**config.mk**
```make
export PLATFORM = sky130hd
export DESIGN_NAME = temp_sense_monitor_flat
export DESIGN_NICKNAME = d
export VERILOG_FILES = /design/src/rtl/temp_sense_pkg.sv /design/src/rtl/temp_sense_monitor_if.sv /design/src/rtl/temp_c_to_f.sv /design/src/rtl/temp_sense_monitor.sv /design/src/flat_wrapper.sv
export SDC_FILE = /design/constraint.sdc
export NUM_CORES = 1
export LEC_CHECK = 0
export ABC_AREA = 1
export BUFFER_PORTS_ARGS = -buffer_cell sky130_fd_sc_hd__buf_2
export CAP_MARGIN = 20
export CORE_UTILIZATION = 35
export CTS_BUF_LIST = sky130_fd_sc_hd__clkbuf_8
export DETAILED_ROUTE_END_ITERATION = 8
export GPL_TIMING_DRIVEN = 0
export PLACE_DENSITY = 0.52
export SLEW_MARGIN = 20
export SYNTH_ARGS = -nofsm -noshare
export SYNTH_HDL_FRONTEND = slang
export SYNTH_SLANG_ARGS = --single-unit
export TNS_END_PERCENT = 30
```
**constraint.sdc**
```tcl
create_clock -name clk -period 6.04 [get_ports clk]
set_clock_uncertainty 0.1 [all_clocks]
set_input_delay 0.302 -clock clk [delete_from_list [all_inputs] [get_ports clk]]
set_output_delay 0.302 -clock clk [all_outputs]
set_load 0.01 [all_outputs]
```
**src/rtl/temp_sense_pkg.sv**
```systemverilog
// Shared types and constants for the on-die temperature sensor monitor.
package temp_sense_pkg;

   typedef enum logic [1:0] {
      ST_CLEAR   = 2'd0,
      ST_CONVERT = 2'd1,
      ST_CAPTURE = 2'd2
   } tsm_state_e;

   localparam logic [7:0] BAD_CODE = 8'hFF;

   localparam int DEF_DIV_LOG2   = 11;
   localparam int DEF_SLOT_TICKS = 256;
   localparam int DEF_AVG_LOG2   = 2;
   localparam int DEF_RAW_OFFSET = 133;
   localparam int DEF_ALARM_HI   = 85;
   localparam int DEF_ALARM_LO   = 75;

endpackage

```
**src/rtl/temp_sense_monitor_if.sv**
```systemverilog
// ADC-side signal bundle: the monitor (master) drives clock/enable/clear, the ADC answers.
interface temp_sense_monitor_if;

   logic [7:0] tsd_out;
   logic       tsd_done;
   logic       tsd_clk;
   logic       tsd_ce;
   logic       tsd_clr;

   modport master (
      output tsd_clk, tsd_ce, tsd_clr,
      input  tsd_out, tsd_done
   );

   modport slave (
      input  tsd_clk, tsd_ce, tsd_clr,
      output tsd_out, tsd_done
   );

endinterface

```
**src/rtl/temp_c_to_f.sv**
```systemverilog
// Celsius to Fahrenheit approximation: F = 2C - C/4 + C/16 + 32 (about 1.8125*C + 32).
module temp_c_to_f (
   input  logic [7:0] temp_c,
   output logic [9:0] temp_f
);

   logic signed [9:0] c_ext_s;
   logic signed [9:0] f_s;

   assign c_ext_s = {{2{temp_c[7]}}, temp_c};
   assign f_s     = (c_ext_s <<< 1) - (c_ext_s >>> 2) + (c_ext_s >>> 4) + 10'sd32;
   assign temp_f  = f_s;

endmodule

```
**src/rtl/temp_sense_monitor.sv**
```systemverilog
// Drives the sensor ADC through a fixed slot schedule, averages good samples and
// reports Celsius/Fahrenheit, alarm with hysteresis, min/max and a bad-sample count.
module temp_sense_monitor
   import temp_sense_pkg::*;
#(
   parameter int DIV_LOG2   = DEF_DIV_LOG2,
   parameter int SLOT_TICKS = DEF_SLOT_TICKS,
   parameter int AVG_LOG2   = DEF_AVG_LOG2,
   parameter int RAW_OFFSET = DEF_RAW_OFFSET,
   parameter int ALARM_HI   = DEF_ALARM_HI,
   parameter int ALARM_LO   = DEF_ALARM_LO
) (
   input  logic                 clk,
   input  logic                 rst,
   input  logic                 clr_minmax,
   temp_sense_monitor_if.master tsd,
   output logic [7:0]           degrees_c,
   output logic [9:0]           degrees_f,
   output logic                 temp_valid,
   output logic                 alarm,
   output logic [7:0]           min_c,
   output logic [7:0]           max_c,
   output logic [7:0]           err_cnt
);

   localparam int SLOT_W = $clog2(SLOT_TICKS);
   localparam int ACC_W  = 8 + AVG_LOG2;
   localparam int CNT_W  = AVG_LOG2 + 1;
   localparam logic [SLOT_W-1:0]  SLOT_LAST = SLOT_W'(SLOT_TICKS - 1);
   localparam logic [CNT_W-1:0]   CNT_FULL  = CNT_W'(1 << AVG_LOG2);
   localparam logic [7:0]         OFFSET_C  = 8'(RAW_OFFSET);
   localparam logic signed [7:0]  HI_C      = 8'(ALARM_HI);
   localparam logic signed [7:0]  LO_C      = 8'(ALARM_LO);

   logic [DIV_LOG2-1:0] div_r;
   logic                tsd_clk_r;
   logic                tick_s;
   logic [SLOT_W-1:0]   slot_r, slot_s;
   tsm_state_e          state_r, state_s;

   logic [7:0]       out_meta_r, out_sync_r;
   logic             done_meta_r, done_sync_r;
   logic             capture_s, good_s, bad_s, full_s;
   logic [ACC_W-1:0] acc_r, sum_s;
   logic [CNT_W-1:0] cnt_r, cnt_inc_s;
   logic [1:0]       pol_r, pol_s;
   logic [7:0]       err_cnt_r, new_c_s;
   logic             tsd_ce_r, tsd_clr_r;

   logic [7:0]        degc_r;
   logic signed [7:0] c_s;
   logic [9:0]        degf_s, degf_r;
   logic              valid_pend_r, temp_valid_r, alarm_r, mm_empty_r;
   logic signed [7:0] min_r, max_r;

   assign tick_s = (div_r == {DIV_LOG2{1'b1}}) && !tsd_clk_r;

   // Slot schedule: the state is a pure function of the slot index, so derive it from the next slot.
   always_comb begin
      slot_s  = slot_r;
      state_s = state_r;
      if (tick_s) begin
         if (slot_r == SLOT_LAST) begin
            slot_s = '0;
         end else begin
            slot_s = slot_r + 1'b1;
         end
         if (slot_s <= SLOT_W'(1)) begin
            state_s = ST_CLEAR;
         end else if (slot_s == SLOT_LAST) begin
            state_s = ST_CAPTURE;
         end else begin
            state_s = ST_CONVERT;
         end
      end else begin
         slot_s  = slot_r;
         state_s = state_r;
      end
   end

   always_comb begin
      capture_s = tick_s && (state_r == ST_CAPTURE);
      good_s    = capture_s && done_sync_r && (out_sync_r != BAD_CODE);
      bad_s     = capture_s && !good_s;
      sum_s     = acc_r + ACC_W'(out_sync_r);
      cnt_inc_s = cnt_r + 1'b1;
      full_s    = good_s && (cnt_inc_s == CNT_FULL);
      new_c_s   = sum_s[AVG_LOG2 +: 8] - OFFSET_C;
      if (bad_s) begin
         pol_s = pol_r + 2'd1;
      end else begin
         pol_s = pol_r;
      end
   end

   // Divider, ADC clock and slot/state registers.
   always_ff @(posedge clk) begin
      if (rst) begin
         div_r     <= '0;
         tsd_clk_r <= 1'b0;
         slot_r    <= '0;
         state_r   <= ST_CLEAR;
      end else begin
         div_r   <= div_r + 1'b1;
         slot_r  <= slot_s;
         state_r <= state_s;
         if (div_r == {DIV_LOG2{1'b1}}) begin
            tsd_clk_r <= !tsd_clk_r;
         end
      end
   end

   // Synchronizers, sample accumulation, error tracking and ADC control pins.
   always_ff @(posedge clk) begin
      if (rst) begin
         out_meta_r   <= 8'd0;
         out_sync_r   <= 8'd0;
         done_meta_r  <= 1'b0;
         done_sync_r  <= 1'b0;
         acc_r        <= '0;
         cnt_r        <= '0;
         pol_r        <= 2'd0;
         err_cnt_r    <= 8'd0;
         degc_r       <= 8'd0;
         valid_pend_r <= 1'b0;
         tsd_ce_r     <= 1'b0;
         tsd_clr_r    <= 1'b1;
      end else begin
         out_meta_r   <= tsd.tsd_out;
         out_sync_r   <= out_meta_r;
         done_meta_r  <= tsd.tsd_done;
         done_sync_r  <= done_meta_r;
         pol_r        <= pol_s;
         valid_pend_r <= full_s;
         tsd_ce_r     <= pol_s[1];
         tsd_clr_r    <= (state_s == ST_CLEAR) ^ pol_s[0];
         if (full_s) begin
            acc_r  <= '0;
            cnt_r  <= '0;
            degc_r <= new_c_s;
         end else if (good_s) begin
            acc_r <= sum_s;
            cnt_r <= cnt_inc_s;
         end
         if (bad_s && (err_cnt_r != 8'hFF)) begin
            err_cnt_r <= err_cnt_r + 8'd1;
         end
      end
   end

   assign c_s = degc_r;

   temp_c_to_f u_c_to_f (
      .temp_c (degc_r),
      .temp_f (degf_s)
   );

   // Result stage: Fahrenheit, valid pulse, alarm hysteresis and min/max all move together.
   always_ff @(posedge clk) begin
      if (rst) begin
         degf_r       <= 10'd0;
         temp_valid_r <= 1'b0;
         alarm_r      <= 1'b0;
         min_r        <= 8'sd0;
         max_r        <= 8'sd0;
         mm_empty_r   <= 1'b1;
      end else begin
         temp_valid_r <= valid_pend_r;
         if (valid_pend_r) begin
            degf_r     <= degf_s;
            mm_empty_r <= 1'b0;
            if (c_s >= HI_C) begin
               alarm_r <= 1'b1;
            end else if (c_s <= LO_C) begin
               alarm_r <= 1'b0;
            end
            if (mm_empty_r || clr_minmax) begin
               min_r <= c_s;
               max_r <= c_s;
            end else begin
               if (c_s < min_r) min_r <= c_s;
               if (c_s > max_r) max_r <= c_s;
            end
         end else if (clr_minmax) begin
            mm_empty_r <= 1'b1;
         end
      end
   end

   assign tsd.tsd_clk = tsd_clk_r;
   assign tsd.tsd_ce  = tsd_ce_r;
   assign tsd.tsd_clr = tsd_clr_r;
   assign degrees_c   = degc_r;
   assign degrees_f   = degf_r;
   assign temp_valid  = temp_valid_r;
   assign alarm       = alarm_r;
   assign min_c       = min_r;
   assign max_c       = max_r;
   assign err_cnt     = err_cnt_r;

endmodule

```
**src/flat_wrapper.sv**
```systemverilog
// flat-port wrapper written by rule: the top's interface ports become plain ports
module temp_sense_monitor_flat import temp_sense_pkg::*;
#(
   parameter int DIV_LOG2   = DEF_DIV_LOG2,
   parameter int SLOT_TICKS = DEF_SLOT_TICKS,
   parameter int AVG_LOG2   = DEF_AVG_LOG2,
   parameter int RAW_OFFSET = DEF_RAW_OFFSET,
   parameter int ALARM_HI   = DEF_ALARM_HI,
   parameter int ALARM_LO   = DEF_ALARM_LO
)
  (clk, rst, clr_minmax, degrees_c, degrees_f, temp_valid, alarm, min_c, max_c, err_cnt, tsd_tsd_clk, tsd_tsd_ce, tsd_tsd_clr, tsd_tsd_out, tsd_tsd_done);
  temp_sense_monitor_if tsd_i ();
  input  logic clk;
  input  logic rst;
  input  logic clr_minmax;
  output logic [7:0] degrees_c;
  output logic [9:0] degrees_f;
  output logic temp_valid;
  output logic alarm;
  output logic [7:0] min_c;
  output logic [7:0] max_c;
  output logic [7:0] err_cnt;
  output wire logic [$bits(tsd_i.tsd_clk)-1:0] tsd_tsd_clk;
  output wire logic [$bits(tsd_i.tsd_ce)-1:0] tsd_tsd_ce;
  output wire logic [$bits(tsd_i.tsd_clr)-1:0] tsd_tsd_clr;
  input wire logic [$bits(tsd_i.tsd_out)-1:0] tsd_tsd_out;
  input wire logic [$bits(tsd_i.tsd_done)-1:0] tsd_tsd_done;
  assign tsd_tsd_clk = tsd_i.tsd_clk;
  assign tsd_tsd_ce = tsd_i.tsd_ce;
  assign tsd_tsd_clr = tsd_i.tsd_clr;
  assign tsd_i.tsd_out = tsd_tsd_out;
  assign tsd_i.tsd_done = tsd_tsd_done;
  temp_sense_monitor #(.DIV_LOG2(DIV_LOG2), .SLOT_TICKS(SLOT_TICKS), .AVG_LOG2(AVG_LOG2), .RAW_OFFSET(RAW_OFFSET), .ALARM_HI(ALARM_HI), .ALARM_LO(ALARM_LO)) u_core (.clk(clk), .rst(rst), .clr_minmax(clr_minmax), .tsd(tsd_i), .degrees_c(degrees_c), .degrees_f(degrees_f), .temp_valid(temp_valid), .alarm(alarm), .min_c(min_c), .max_c(max_c), .err_cnt(err_cnt));
endmodule
```
# Word-level counts from Yosys, hierarchy flattened
# Cells that the tools add are included.
dict set report op_classes {
  reduce_logical 19
  order_cmp 5
  n_eq_ne 7
  muxes 14
  n_bitwise 1
  addsub 10
}
# op n
set ops {}
lappend ops {{2-to-1 mux 8 bit} 6}
lappend ops {{adder 8 x 1 -> 8 bit, second input constant} 2}
lappend ops {{equality test 8 bit, second input constant} 2}
lappend ops {{inequality test 8 bit, second input constant} 2}
lappend ops {{adder 11 x 1 -> 11 bit, second input constant} 1}
lappend ops {{equality test 11 bit, second input constant} 1}
lappend ops {{adder 10 x 4 -> 10 bit} 1}
lappend ops {{adder 10 x 7 -> 10 bit, second input constant} 1}
lappend ops {{adder 10 x 8 -> 10 bit} 1}
lappend ops {{subtractor 9 x 6 -> 10 bit} 1}
lappend ops {{greater-or-equal comparator 8 bit, second input constant} 1}
lappend ops {{> comparator 8 bit} 1}
lappend ops {{<= comparator 8 x 1 -> 1 bit, second input constant} 1}
lappend ops {{<= comparator 8 bit, second input constant} 1}
lappend ops {{less-than comparator 8 bit} 1}
lappend ops {{2-to-1 mux 2 bit} 4}
lappend ops {{nonzero test 2 bit} 4}
lappend ops {{subtractor 8 bit, second input constant} 1}
lappend ops {{logical AND 1 bit} 7}
lappend ops {{AND reduction 2 bit} 3}
lappend ops {{2-to-1 mux 1 bit} 4}
lappend ops {{adder 3 x 1 -> 3 bit, second input constant} 1}
lappend ops {{equality test 3 bit, second input constant} 1}
lappend ops {{adder 2 x 1 -> 2 bit, second input constant} 1}
lappend ops {{other kinds (6)} 7}
dict set report word_totals {
  wordCells 78
  output_inout_bits 47
  reg_bits 103
  input_bits 12
}

# Depth between registers and ports, before layout
# Gate-level depths: netlist of run 1.
dict set report depth {
  word_depth 9
  depth_mapped 15
  ltp_nobuf 15
}

# Cells and area by module
# From an unflattened synthesis of run 1, not the netlist that was laid out.
dict set report unflattened {
  hier_cells 817
  area_unflattened_um2 5763.0
}
# mod cells_each area_each_um2 instances seq_area_each_um2
set by_module_without_submodules {}
lappend by_module_without_submodules {temp_sense_monitor 729 5113.7 1 2042.0}
lappend by_module_without_submodules {temp_c_to_f 88 649.4 1 0.0}

# Worst setup path before layout of run 1
# Ideal clock, no wire load.
dict set report synth_path {
  path_kind {register to register}
  startpoint {register u_core.degc_r[4] (netlist: u_core.degrees_c[4])}
  endpoint {register u_core.degf_r[8] (netlist: u_core.degrees_f[8])}
  period_less_slack_ns 2.843
  stages_incl_launch_ff 14
  t_arrival_ns 2.627
  slack_ns 3.197
  path_buffers 0
  path_cell_list {dfxtp_1 -> inv_1 -> fa_1 -> ha_1 -> ha_1 -> fa_1 -> nand3_1 -> nand2_1 -> a21oi_1 -> nor2_1 -> nor2_1 -> xor2_1 -> o21ai_0 -> inv_1}
}
dict set report synth_via {
  elab_chain_len 3
}
# element line
set synth_rtl {}
lappend synth_rtl {{start: declaration} temp_sense_monitor.sv:50} ;# logic [7:0] degc_r;
lappend synth_rtl {{start signal: assignment} temp_sense_monitor.sv:140} ;# degc_r <= new_c_s;
lappend synth_rtl {{subtractor 9 x 6 -> 10 bit} temp_c_to_f.sv:11} ;# assign f_s = (c_ext_s <<< 1) - (c_ext_s >>> 2) + (c_ext_s >>> 4) + 10'sd32;
lappend synth_rtl {{adder 10 x 4 -> 10 bit *} temp_c_to_f.sv:11}
lappend synth_rtl {{adder 10 x 7 -> 10 bit *} temp_c_to_f.sv:11}
lappend synth_rtl {{end signal: assignment} temp_sense_monitor.sv:170} ;# degf_r <= degf_s;
lappend synth_rtl {{end: declaration} temp_sense_monitor.sv:52} ;# logic [9:0] degf_s, degf_r;
# Mark *: on every way between the ends. The rest lies on a longest branch, timed or not.
# A chain may end at the register's enable or synchronous reset.

# Worst setup path after layout of run 1
# Same ends and word-level chain as after synthesis.

==> results of run 1 <==
-- power groups by stage --
stage               clock network [mW]  logic (mW)  registers (mW)
finish                           0.473      0.0506           0.683
global route                     0.518      0.0583           0.684
CTS                              0.493      0.0515           0.683
detailed placement                   0      0.0472           0.699
global placement                     0      0.0475           0.699
floorplan                            0      0.0322           0.697
-- flip-flops by register name, summed over array words and instances, names as in the netlist --
register             count
u_core.acc_r            10
u_core.alarm             1
u_core.cnt_r             3
u_core.degrees_c         8
u_core.degrees_f        10
u_core.div_r            11
u_core.done_meta_r       1
u_core.done_sync_r       1
u_core.err_cnt           8
u_core.max_c             8
u_core.min_c             8
u_core.mm_empty_r        1
u_core.out_meta_r        8
u_core.out_sync_r        8
u_core.pol_r             1
u_core.slot_r            8
u_core.state_r           2
u_core.temp_valid        1
u_core.tsd.tsd_ce        1
u_core.tsd.tsd_clk       1
u_core.tsd.tsd_clr       1
u_core.valid_pend_r      1
-- critical path, delay by kind of cell, from the launching register on --
| family | cells | cell delay (ns) |
|---|---|---|
| AO/OA/AOI/OAI | 2 | 0.29 |
| XOR/XNOR | 1 | 0.08 |
| adder cells (fa/ha/maj) | 4 | 1.46 |
| buffers and inverters | 2 | 0.30 |
| flip-flops | 1 | 0.50 |
| AND/OR/NAND/NOR | 4 | 0.35 |
-- layer usage --
metal  GRT usage [%]  up-vias  routed length, µm
met5               0        -                  0
met4           6.019        0                208
met3           2.642       12                425
met2           29.16       77               5976
met1           22.33     2183               6823
li1                -     2720                  -
-- worst max-delay path by stage --
stage                                                 from                               end  cells past startpoint
after floorplan           u_core.degrees_c[4]$_SDFFE_PP0P_  u_core.degrees_f[8]$_SDFFE_PP0P_                     13
after global placement    u_core.degrees_c[4]$_SDFFE_PP0P_  u_core.degrees_f[8]$_SDFFE_PP0P_                     13
after detailed placement  u_core.degrees_c[4]$_SDFFE_PP0P_  u_core.degrees_f[8]$_SDFFE_PP0P_                     13
after CTS                 u_core.degrees_c[4]$_SDFFE_PP0P_  u_core.degrees_f[8]$_SDFFE_PP0P_                     13
after global routing      u_core.degrees_c[4]$_SDFFE_PP0P_  u_core.degrees_f[8]$_SDFFE_PP0P_                     13
final                     u_core.degrees_c[4]$_SDFFE_PP0P_  u_core.degrees_f[8]$_SDFFE_PP0P_                     13
-- area by class of cell --
class | count | share of cell area (%)
Clock buffer | 9 | 1.893
Sequential cell | 102 | 31.21
Multi-Input combinational cell | 563 | 47.68
Buffer | 21 | 1.281
Timing Repair Buffer | 66 | 5.737
Inverter | 118 | 6.770
Tap cell | 216 | 4.131
Clock inverter | 7 | 1.300
-- repair_timing --
action / 4_1_cts / 5_1_grt
setup buffers: 0 / 0
endpoints found under the hold margin: 9 / 0
hold buffers: 9 / 0
gates resized for setup: 0 / 0
-- cells by family (layout without fill, tap and decap cells) --
kind of cell	after synthesis	after routing	synth area share, %
xor gates and xnor gates	18	18	2.772
DFF	102	102	35.90
and+or+nand+nor	367	367	27.98
AOI/OAI and AO/OA	123	123	11.20
buffers and inverters	139	221	9.261
adders and majority gates	55	55	12.89
-- cell usage after synthesis, drive strengths merged --
master  instances
a211oi          1
a21oi          72
a31oi           1
and2            1
and3            1
buf             6
clkbuf         15
clkinv          1
dfxtp         102
fa              6
ha             49
inv           117
nand2         161
nand2b          1
nand3          57
nand3b          4
nand4           9
nor2          119
nor3            8
nor4            2
o211ai          1
o21a            1
o21ai          42
o21bai          4
o31ai           1
or2             4
xnor2           5
xor2           13
-- per-stage QoR --
stage / hold WS [ns] / utilization, %
2_1_floorplan: 0.2883 / -
3_3_place_gp: 0.2918 / 39.30
3_5_place_dp: 0.2935 / 39.30
4_1_cts: 0.1235 / 41.19
5_1_grt: 0.1593 / 41.19
6_report: 0.1327 / 41.19
==> results.txt, run 1 <==
clk sinks = 102
fin crit share = 52.68%
DRT iter0 DRCs = 249
Combinational Power Share = 4.2%
VDD IR-drop max = 0.1158 mV
Hold Path Origin = clr_minmax
Sum Neg Setup Slack = 0 ns
Critical Path Start Type = register
crit path cell chain = inv_1 -> fa_1 -> ha_1 -> ha_1 -> fa_1 -> nand3_1 -> nand2_1 -> a21oi_1 -> nor2_1 -> nor2_1 -> xor2_1 -> o21ai_0 -> inv_1
reg-to-reg slack, setup = 2.86 ns
Multi-input gate area = 3119 µm²
largest area contributor in the netlist = dfxtp_1
Die W = 129.5 µm
Net Switching = 0.3066 mW
Final Non-Filler Cells = 1102
RSZ-0062 raised after global routing = no
overall power = 1.207 mW
CP Max Fanout = 8
Die Ht = 129.5 µm
# port buffers = 57
TritonCTS Buffers = 9
Rows = 46
Cell variety after synth = 40
CP peak stage delay = 0.52 ns
Finished Cell Area = 6543 µm²
GR Overflow Total = 0
TritonCTS clock tree = yes
hold path depth = 3
CP Data Required Time = 6.23 ns
number of global-route vias before repair = 4623
switching fraction of total power = 25.41%
Hold Crit Class = input pin to register
Yosys warnings = 0
CORE AREA = 15890 µm²
Setup crit end kind = register
Clock Pin Slew Worst Setup and Hold Paths = 0.11 ns
CP max-delay cell = fa_1
share of layout cells above drive strength 1 = 10.38%
RR Startpoint = u_core.degrees_c[4]$_SDFFE_PP0P_
clk buf depth = 2
H-tree Lvls = 3
syn_nets = 871
Yosys reg bits = 102
run status = finished, final reports clean
Final #Nets = 948
length of the first detailed-routing pass in iterations = 5
Internal Pwr Total = 0.8999 mW
die area = 16770 µm²
RR Endpoint = u_core.degrees_f[8]$_SDFFE_PP0P_
Fillers = 1769
Reg power frac = 56.6%
post-synthesis cell area = 5688 µm²
Hold EP = u_core.mm_empty_r$_SDFFE_PP1P_
count of pins over their slew limit = 0
DP Cell Count = 1077
most frequent cells in the layout = nand2_1, inv_1, nor2_1
Clk network pwr share = 39.2%
Via density = 4.530
dpl ws = 2.866 ns
placed inst area = 6243 µm²
register area = 2042 µm²
DRT Wirelength = 13.43 mm
root buffer cell = clkbuf_8
Leak = 3.013 nW
gr usage total = 17.24%
Antenna Cells = 0
routed vias = 4992
final hold vios = 0
setup ws final = 2.858 ns
PD cells = 184.4 nW/µm²
Clk Latency, worst-skew pair = 0.39 ns
CP arrival = 3.37 ns
Synth area leaders = dfxtp_1, ha_1, nand2_1
DP Wirelength = 10.07 mm
first-pass GRT wire length = 22.37 mm
final setup violating endpoints = 0
# Max-Cap Violations = 0
commonest non-fill, non-tap cell in the layout = nand2_1
critical path type = register to register
number of nets with antenna violations after routing = 0
min Tclk post-route = 3.182 ns
Max-slew headroom = 53.14%
share of the synthesized area in the top cell type = 35.90%
antenna violations before repair = 0
slew of the pin with the lowest slew margin = 0.7028 ns
Worst Reg-to-Reg Cells = 13
post-synthesis sequential area ratio = 35.90%
IO Pins = 59
WL per Instance = 12.19 µm
Syn Inst Count = 804
largest net degree at the start of global routing = 20
GP Congestion = 0.8109
drt drc = 0
fmax = 0.3143 GHz
Mapped Avg Cell Area = 7.075 µm²
Initial Utilization = 35.81%
Area growth syn-to-layout = 15.02%
(Power assumes the default switching activity.)
==> run 2: changes to the inputs <==
Clock period 6.04 ns to 2.97 ns, I/O delays scaled along.
==> results.txt, run 2 (synthesized netlist as in run 1, its figures left out) <==
DRT Wirelength = 13.53 mm (+0.72%)
Largest register FFs = 11 (unchanged)
Via density = 4.546 (+0.35%)
commonest non-fill, non-tap cell in the layout = nand2_1
GP Congestion = 0.8109 (unchanged)
reg-to-reg slack, setup = 0.21 ns (-2.65 ns)
Worst Reg-to-Reg Cells = 14 (+1)
H-tree Lvls = 3 (unchanged)
Antenna Cells = 0 (unchanged)
fmax = 0.3627 GHz (+15%)
Critical Path Start Type = register
placed inst area = 6243 µm² (unchanged)
die area = 16770 µm² (unchanged)
Die Ht = 129.5 µm (unchanged)
Finished Cell Area = 6690 µm² (+2.3%)
Final #Nets = 960 (+1.3%)
# port buffers = 57 (unchanged)
Initial Utilization = 35.81% (unchanged)
TritonCTS Buffers = 9 (unchanged)
gr usage total = 17.30% (+0.053 points)
root buffer cell = clkbuf_8
WL per Instance = 12.15 µm (-0.36%)
Setup crit end kind = register
largest net degree at the start of global routing = 20 (unchanged)
register area = 2059 µm² (+0.86%)
Max-slew headroom = 55.93% (+2.8 points)
Clk Latency, worst-skew pair = 0.39 ns (about the same)
CORE AREA = 15890 µm² (unchanged)
length of the first detailed-routing pass in iterations = 4 (-1)
Top reg by flops = u_core.div_r
min Tclk post-route = 2.757 ns (-0.4246 ns)
CP peak stage delay = 0.52 ns (about the same)
CP max-delay cell = fa_1
Multi-input gate area = 3144 µm² (+0.80%)
RSZ-0062 raised after global routing = yes
TritonCTS clock tree = yes
Rows = 46 (unchanged)
clk buf depth = 2 (unchanged)
met2 routed WL = 6.059 mm (+1.4%)
Metal-1 WL = 6.710 mm (-1.7%)
Die W = 129.5 µm (unchanged)
count of pins over their slew limit = 0 (unchanged)
share of layout cells above drive strength 1 = 13.14% (+2.8 points)
IO Pins = 59 (unchanged)
# Max-Cap Violations = 0 (unchanged)
Sum Neg Setup Slack = 0 ns (unchanged)
drt drc = 0 (unchanged)
CP Data Required Time = 3.17 ns (-3.06 ns)
crit path cell chain = clkinvlp_4 -> fa_1 -> inv_1 -> ha_1 -> ha_2 -> fa_2 -> nand3_1 -> nand2_1 -> a21oi_2 -> nor2_1 -> nor2_1 -> xor2_1 -> o21ai_1 -> inv_1
final hold vios = 0 (unchanged)
RR Endpoint = u_core.degrees_f[8]$_SDFFE_PP0P_
VDD IR-drop max = 0.2355 mV (+100%)
DR top layer = met4
hold path depth = 2 (-1)
Hold EP = u_core.pol_r[0]$_SDFF_PP0_
overall power = 2.451 mW (+100%)
CP arrival = 2.95 ns (-0.42 ns)
critical path type = register to register
slew of the pin with the lowest slew margin = 0.6610 ns (-0.04179 ns)
first-pass GRT wire length = 22.42 mm (+0.22%)
number of global-route vias before repair = 4648 (+0.54%)
Area growth syn-to-layout = 17.62%
most frequent cells in the layout = nand2_1, nor2_1, inv_1
CP Max Fanout = 8 (unchanged)
DP Wirelength = 10.07 mm (unchanged)
GR Overflow Total = 0 (unchanged)
Fillers = 1750 (-1.1%)
routed vias = 5064 (+1.4%)
fin crit share = 92.83% (+40 points)
antenna violations before repair = 0 (unchanged)
run status = finished, final reports clean
Hold Crit Class = input pin to register
WL met3 = 510 µm (+20%)
PD cells = 366.3 nW/µm² (+99%)
number of nets with antenna violations after routing = 0 (unchanged)
Leak = 3.081 nW (+2.3%)
final setup violating endpoints = 0 (unchanged)
Clock Pin Slew Worst Setup and Hold Paths = 0.11 ns (about the same)
clk sinks = 102 (unchanged)
RR Startpoint = u_core.degrees_c[5]$_SDFFE_PP0P_
Hold Path Origin = rst
fin util = 42.12% (+0.93 points)
DRT iter0 DRCs = 232 (-6.8%)
-- run 2: area by class of cell --
class | count | share of cell area (%)
clock buffers | 9 | 1.852
inverters | 118 | 6.789
plain buffers | 21 | 1.272
clock inverters | 7 | 1.272
well taps | 216 | 4.040
flip-flops and latches | 102 | 30.78
multi-input cells | 563 | 47.00
repair buffers | 78 | 6.995
-- run 2: where the power goes --
group / internal (mW) / switching (mW) / total [mW]
Clock: 0.410 / 0.552 / 0.962
Combinational: 0.0395 / 0.0642 / 0.104
Sequential: 1.38 / 0.00752 / 1.39
-- run 2: routing by layer --
metal | GRT usage (%) | vias to the layer above
li1 | - | 2751
met5 | 0 | -
met3 | 2.642 | 14
met2 | 29.03 | 84
met1 | 22.36 | 2215
met4 | 6.635 | 0
-- run 2: how the worst max path moves through the flow --
stage,end,start,depth (start not counted)
after floorplan,u_core.degrees_f[8]$_SDFFE_PP0P_,u_core.degrees_c[4]$_SDFFE_PP0P_,13
after global placement,u_core.degrees_f[8]$_SDFFE_PP0P_,u_core.degrees_c[4]$_SDFFE_PP0P_,13
after detailed placement,u_core.degrees_f[8]$_SDFFE_PP0P_,u_core.degrees_c[4]$_SDFFE_PP0P_,13
after CTS,u_core.degrees_f[8]$_SDFFE_PP0P_,u_core.degrees_c[5]$_SDFFE_PP0P_,14
after global routing,u_core.degrees_f[8]$_SDFFE_PP0P_,u_core.degrees_c[5]$_SDFFE_PP0P_,14
final,u_core.degrees_f[8]$_SDFFE_PP0P_,u_core.degrees_c[5]$_SDFFE_PP0P_,14
-- run 2: through the flow --
step	setup slack (ns)	hold WS (ns)	std cells
floorplan	0.1272	0.1555	804
global placement	-0.2237	0.2503	1077
detailed placement	-0.2038	0.2540	1077
CTS	0.005216	0.1613	1104
global route	-0.03501	0.2060	1114
finish	0.2129	0.1657	1114
-- run 2: worst max-delay path, delay by kind of cell (launching register included) --
kind                       cells  cell delay (ns)
xor gates and xnor gates       1             0.09
AOI/OAI and AO/OA              2             0.25
DFF                            1             0.38
and+or+nand+nor                4             0.35
buffers and inverters          3             0.27
adders and majority gates      4             1.24
-- run 2: repair_timing --
item                       in CTS  in global routing
resized for setup               7                 13
buffers inserted                1                 10
hold buffers                   10                  0
setup endpoints to repair       3                  3
cloned                          0                  0
hold endpoints to repair       10                  0
==> run 3: changes to the inputs <==
Settings changed: CORE_ASPECT_RATIO set to 1.25, CTS_BUF_LIST sky130_fd_sc_hd__clkbuf_8 to sky130_fd_sc_hd__clkbuf_4.
==> results.txt, run 3 (synthesized netlist as in run 1, its figures left out) <==
H-tree Lvls = 3 (unchanged)
fin util = 42.07% (about the same)
DRT iter0 DRCs = 210 (-9.5%)
Max-slew headroom = 56.83% (+0.90 points)
largest net degree at the start of global routing = 19 (-5.0%)
RSZ-0062 raised after global routing = yes
TritonCTS Buffers = 9 (unchanged)
run status = finished, final reports clean
number of nets with antenna violations after routing = 0 (unchanged)
most frequent cells in the layout = nand2_1, nor2_1, inv_1
first-pass GRT wire length = 22.35 mm (-0.31%)
TritonCTS clock tree = yes
share of layout cells above drive strength 1 = 12.81% (-0.33 points)
Die Ht = 144.5 µm (+12%)
fin crit share = 95.55% (+2.7 points)
final setup violating endpoints = 0 (unchanged)
Final #Nets = 960 (unchanged)
Clk Latency, worst-skew pair = 0.49 ns (+0.10 ns)
GP Congestion = 0.8149 (+0.49%)
fmax = 0.3524 GHz (-2.9%)
# Max-Cap Violations = 0 (unchanged)
slew of the pin with the lowest slew margin = 0.6475 ns (-0.01355 ns)
clk buf depth = 2 (unchanged)
PD cells = 357.5 nW/µm² (-2.4%)
Hold EP = u_core.pol_r[0]$_SDFF_PP0_
hold path depth = 2 (unchanged)
setup ws final = 0.1320 ns (-0.08088 ns)
VDD IR-drop max = 0.1960 mV (-17%)
RR Endpoint = u_core.degrees_f[9]$_SDFFE_PP0P_
commonest non-fill, non-tap cell in the layout = nand2_1
clk sinks = 102 (unchanged)
antenna violations before repair = 1 (+1)
Worst Reg-to-Reg Cells = 13 (-1)
die area = 16770 µm² (about the same)
DRT Wirelength = 13.68 mm (+1.1%)
WL per Instance = 12.31 µm (+1.4%)
Setup crit end kind = register
crit path cell chain = clkbuf_2 -> inv_1 -> ha_1 -> xor2_1 -> ha_1 -> ha_1 -> inv_1 -> o21bai_1 -> nand2_1 -> nand2_1 -> nor2_1 -> o21bai_1 -> inv_1
gr usage total = 17.35% (+0.057 points)
reg-to-reg slack, setup = 0.13 ns (-0.08 ns)
Clock Pin Slew Worst Setup and Hold Paths = 0.17 ns (+0.06 ns)
root buffer cell = clkbuf_4
dpl ws = -0.2307 ns (-0.02691 ns)
Rows = 51 (+11%)
count of pins over their slew limit = 0 (unchanged)
Via density = 4.573 (+0.61%)
RR Startpoint = u_core.degrees_c[7]$_SDFFE_PP0P_
min Tclk post-route = 2.838 ns (+0.08088 ns)
Hold Crit Class = input pin to register
hold slack = 0.05399 ns (-0.1117 ns)
CP peak stage delay = 0.45 ns (-0.07 ns)
# port buffers = 57 (unchanged)
critical path type = register to register
Leak = 3.060 nW (-0.68%)
Hold Path Origin = rst
Largest delay share family, worst path = adder cells
Top reg by flops = u_core.div_r
CP Max Fanout = 8 (unchanged)
CP arrival = 3.14 ns (+0.19 ns)
CORE AREA = 15760 µm² (-0.78%)
Largest register FFs = 11 (unchanged)
Initial Utilization = 36.09% (+0.28 points)
final hold vios = 0 (unchanged)
Area growth syn-to-layout = 16.59%
Fillers = 1700 (-2.9%)
DP Wirelength = 10.34 mm (+2.7%)
CP Data Required Time = 3.28 ns (+0.11 ns)
number of global-route vias before repair = 4703 (+1.2%)
WP buf/inv = 4 (+1)
CP max-delay cell = dfxtp_4
drt drc = 0 (unchanged)
routed vias = 5081 (+0.34%)
Critical Path Start Type = register
Die W = 116.0 µm (-10%)
length of the first detailed-routing pass in iterations = 5 (+1)
IO Pins = 59 (unchanged)
GR Overflow Total = 0 (unchanged)
## run 3: repair_timing
action / CTS / global route
endpoints found under the setup margin: 4 / 4
hold buffers: 10 / 0
resized for setup: 5 / 12
endpoints found under the hold margin: 10 / 0
setup buffers: 0 / 11
pin swaps: 0 / 1
## run 3: metrics by stage
| step | TNS [ns] | area, µm² | power (mW) | cells |
|---|---|---|---|---|
| 2_1_floorplan | 0 | 5688 | 1.484 | 804 |
| 3_3_place_gp | -0.4785 | 6238 | 1.515 | 1073 |
| 3_5_place_dp | -0.5370 | 6238 | 1.516 | 1073 |
| 4_1_cts | -0.08650 | 6518 | 2.412 | 1099 |
| 5_1_grt | -0.05318 | 6631 | 2.472 | 1111 |
| 6_report | 0 | 6631 | 2.371 | 1111 |
## run 3: where the power goes
part / leakage (nW) / internal [mW] / switching, mW
logic: 2.14 / 0.0396 / 0.0639
registers: 0.830 / 1.38 / 0.00698
clock network: 0.0891 / 0.355 / 0.525
## run 3: worst max-delay path by stage
stage                                     start                               end  depth (start not counted)
4_1_cts        u_core.degrees_c[4]$_SDFFE_PP0P_  u_core.degrees_f[8]$_SDFFE_PP0P_                         13
3_3_place_gp   u_core.degrees_c[4]$_SDFFE_PP0P_  u_core.degrees_f[8]$_SDFFE_PP0P_                         13
3_5_place_dp   u_core.degrees_c[4]$_SDFFE_PP0P_  u_core.degrees_f[8]$_SDFFE_PP0P_                         13
5_1_grt        u_core.degrees_c[7]$_SDFFE_PP0P_  u_core.degrees_f[9]$_SDFFE_PP0P_                         13
2_1_floorplan  u_core.degrees_c[4]$_SDFFE_PP0P_  u_core.degrees_f[8]$_SDFFE_PP0P_                         13
6_report       u_core.degrees_c[7]$_SDFFE_PP0P_  u_core.degrees_f[9]$_SDFFE_PP0P_                         13
## run 3: per-layer routing
layer	track usage (%)	up-vias	wire, µm
li1	-	2749	-
met1	20.38	2240	6354
met2	30.89	81	6658
met3	2.598	11	484
met4	7.760	0	183
met5	0	-	0
## run 3: area by class of cell
class                           instances  area [µm²]  area share, %
Antenna cell                            1       2.502        0.03774
Buffer                                 21       85.08          1.283
Clock buffer                            9       67.56          1.019
Clock inverter                          7       105.1          1.585
Inverter                              118       450.4          6.792
Multi-Input combinational cell        563        3128          47.17
Sequential cell                       102        2059          31.06
Tap cell                              212       265.3          4.000
Timing Repair Buffer                   78       467.9          7.057
## run 3: worst register-to-register path, delay by kind of cell, from the launching register on
| kind | cells | cell delay, ns |
|---|---|---|
| AOI/OAI and AO/OA | 2 | 0.34 |
| xor gates and xnor gates | 1 | 0.15 |
| adders and majority gates | 3 | 0.97 |
| buffers and inverters | 4 | 0.52 |
| DFF | 1 | 0.45 |
| and+or+nand+nor | 3 | 0.24 |
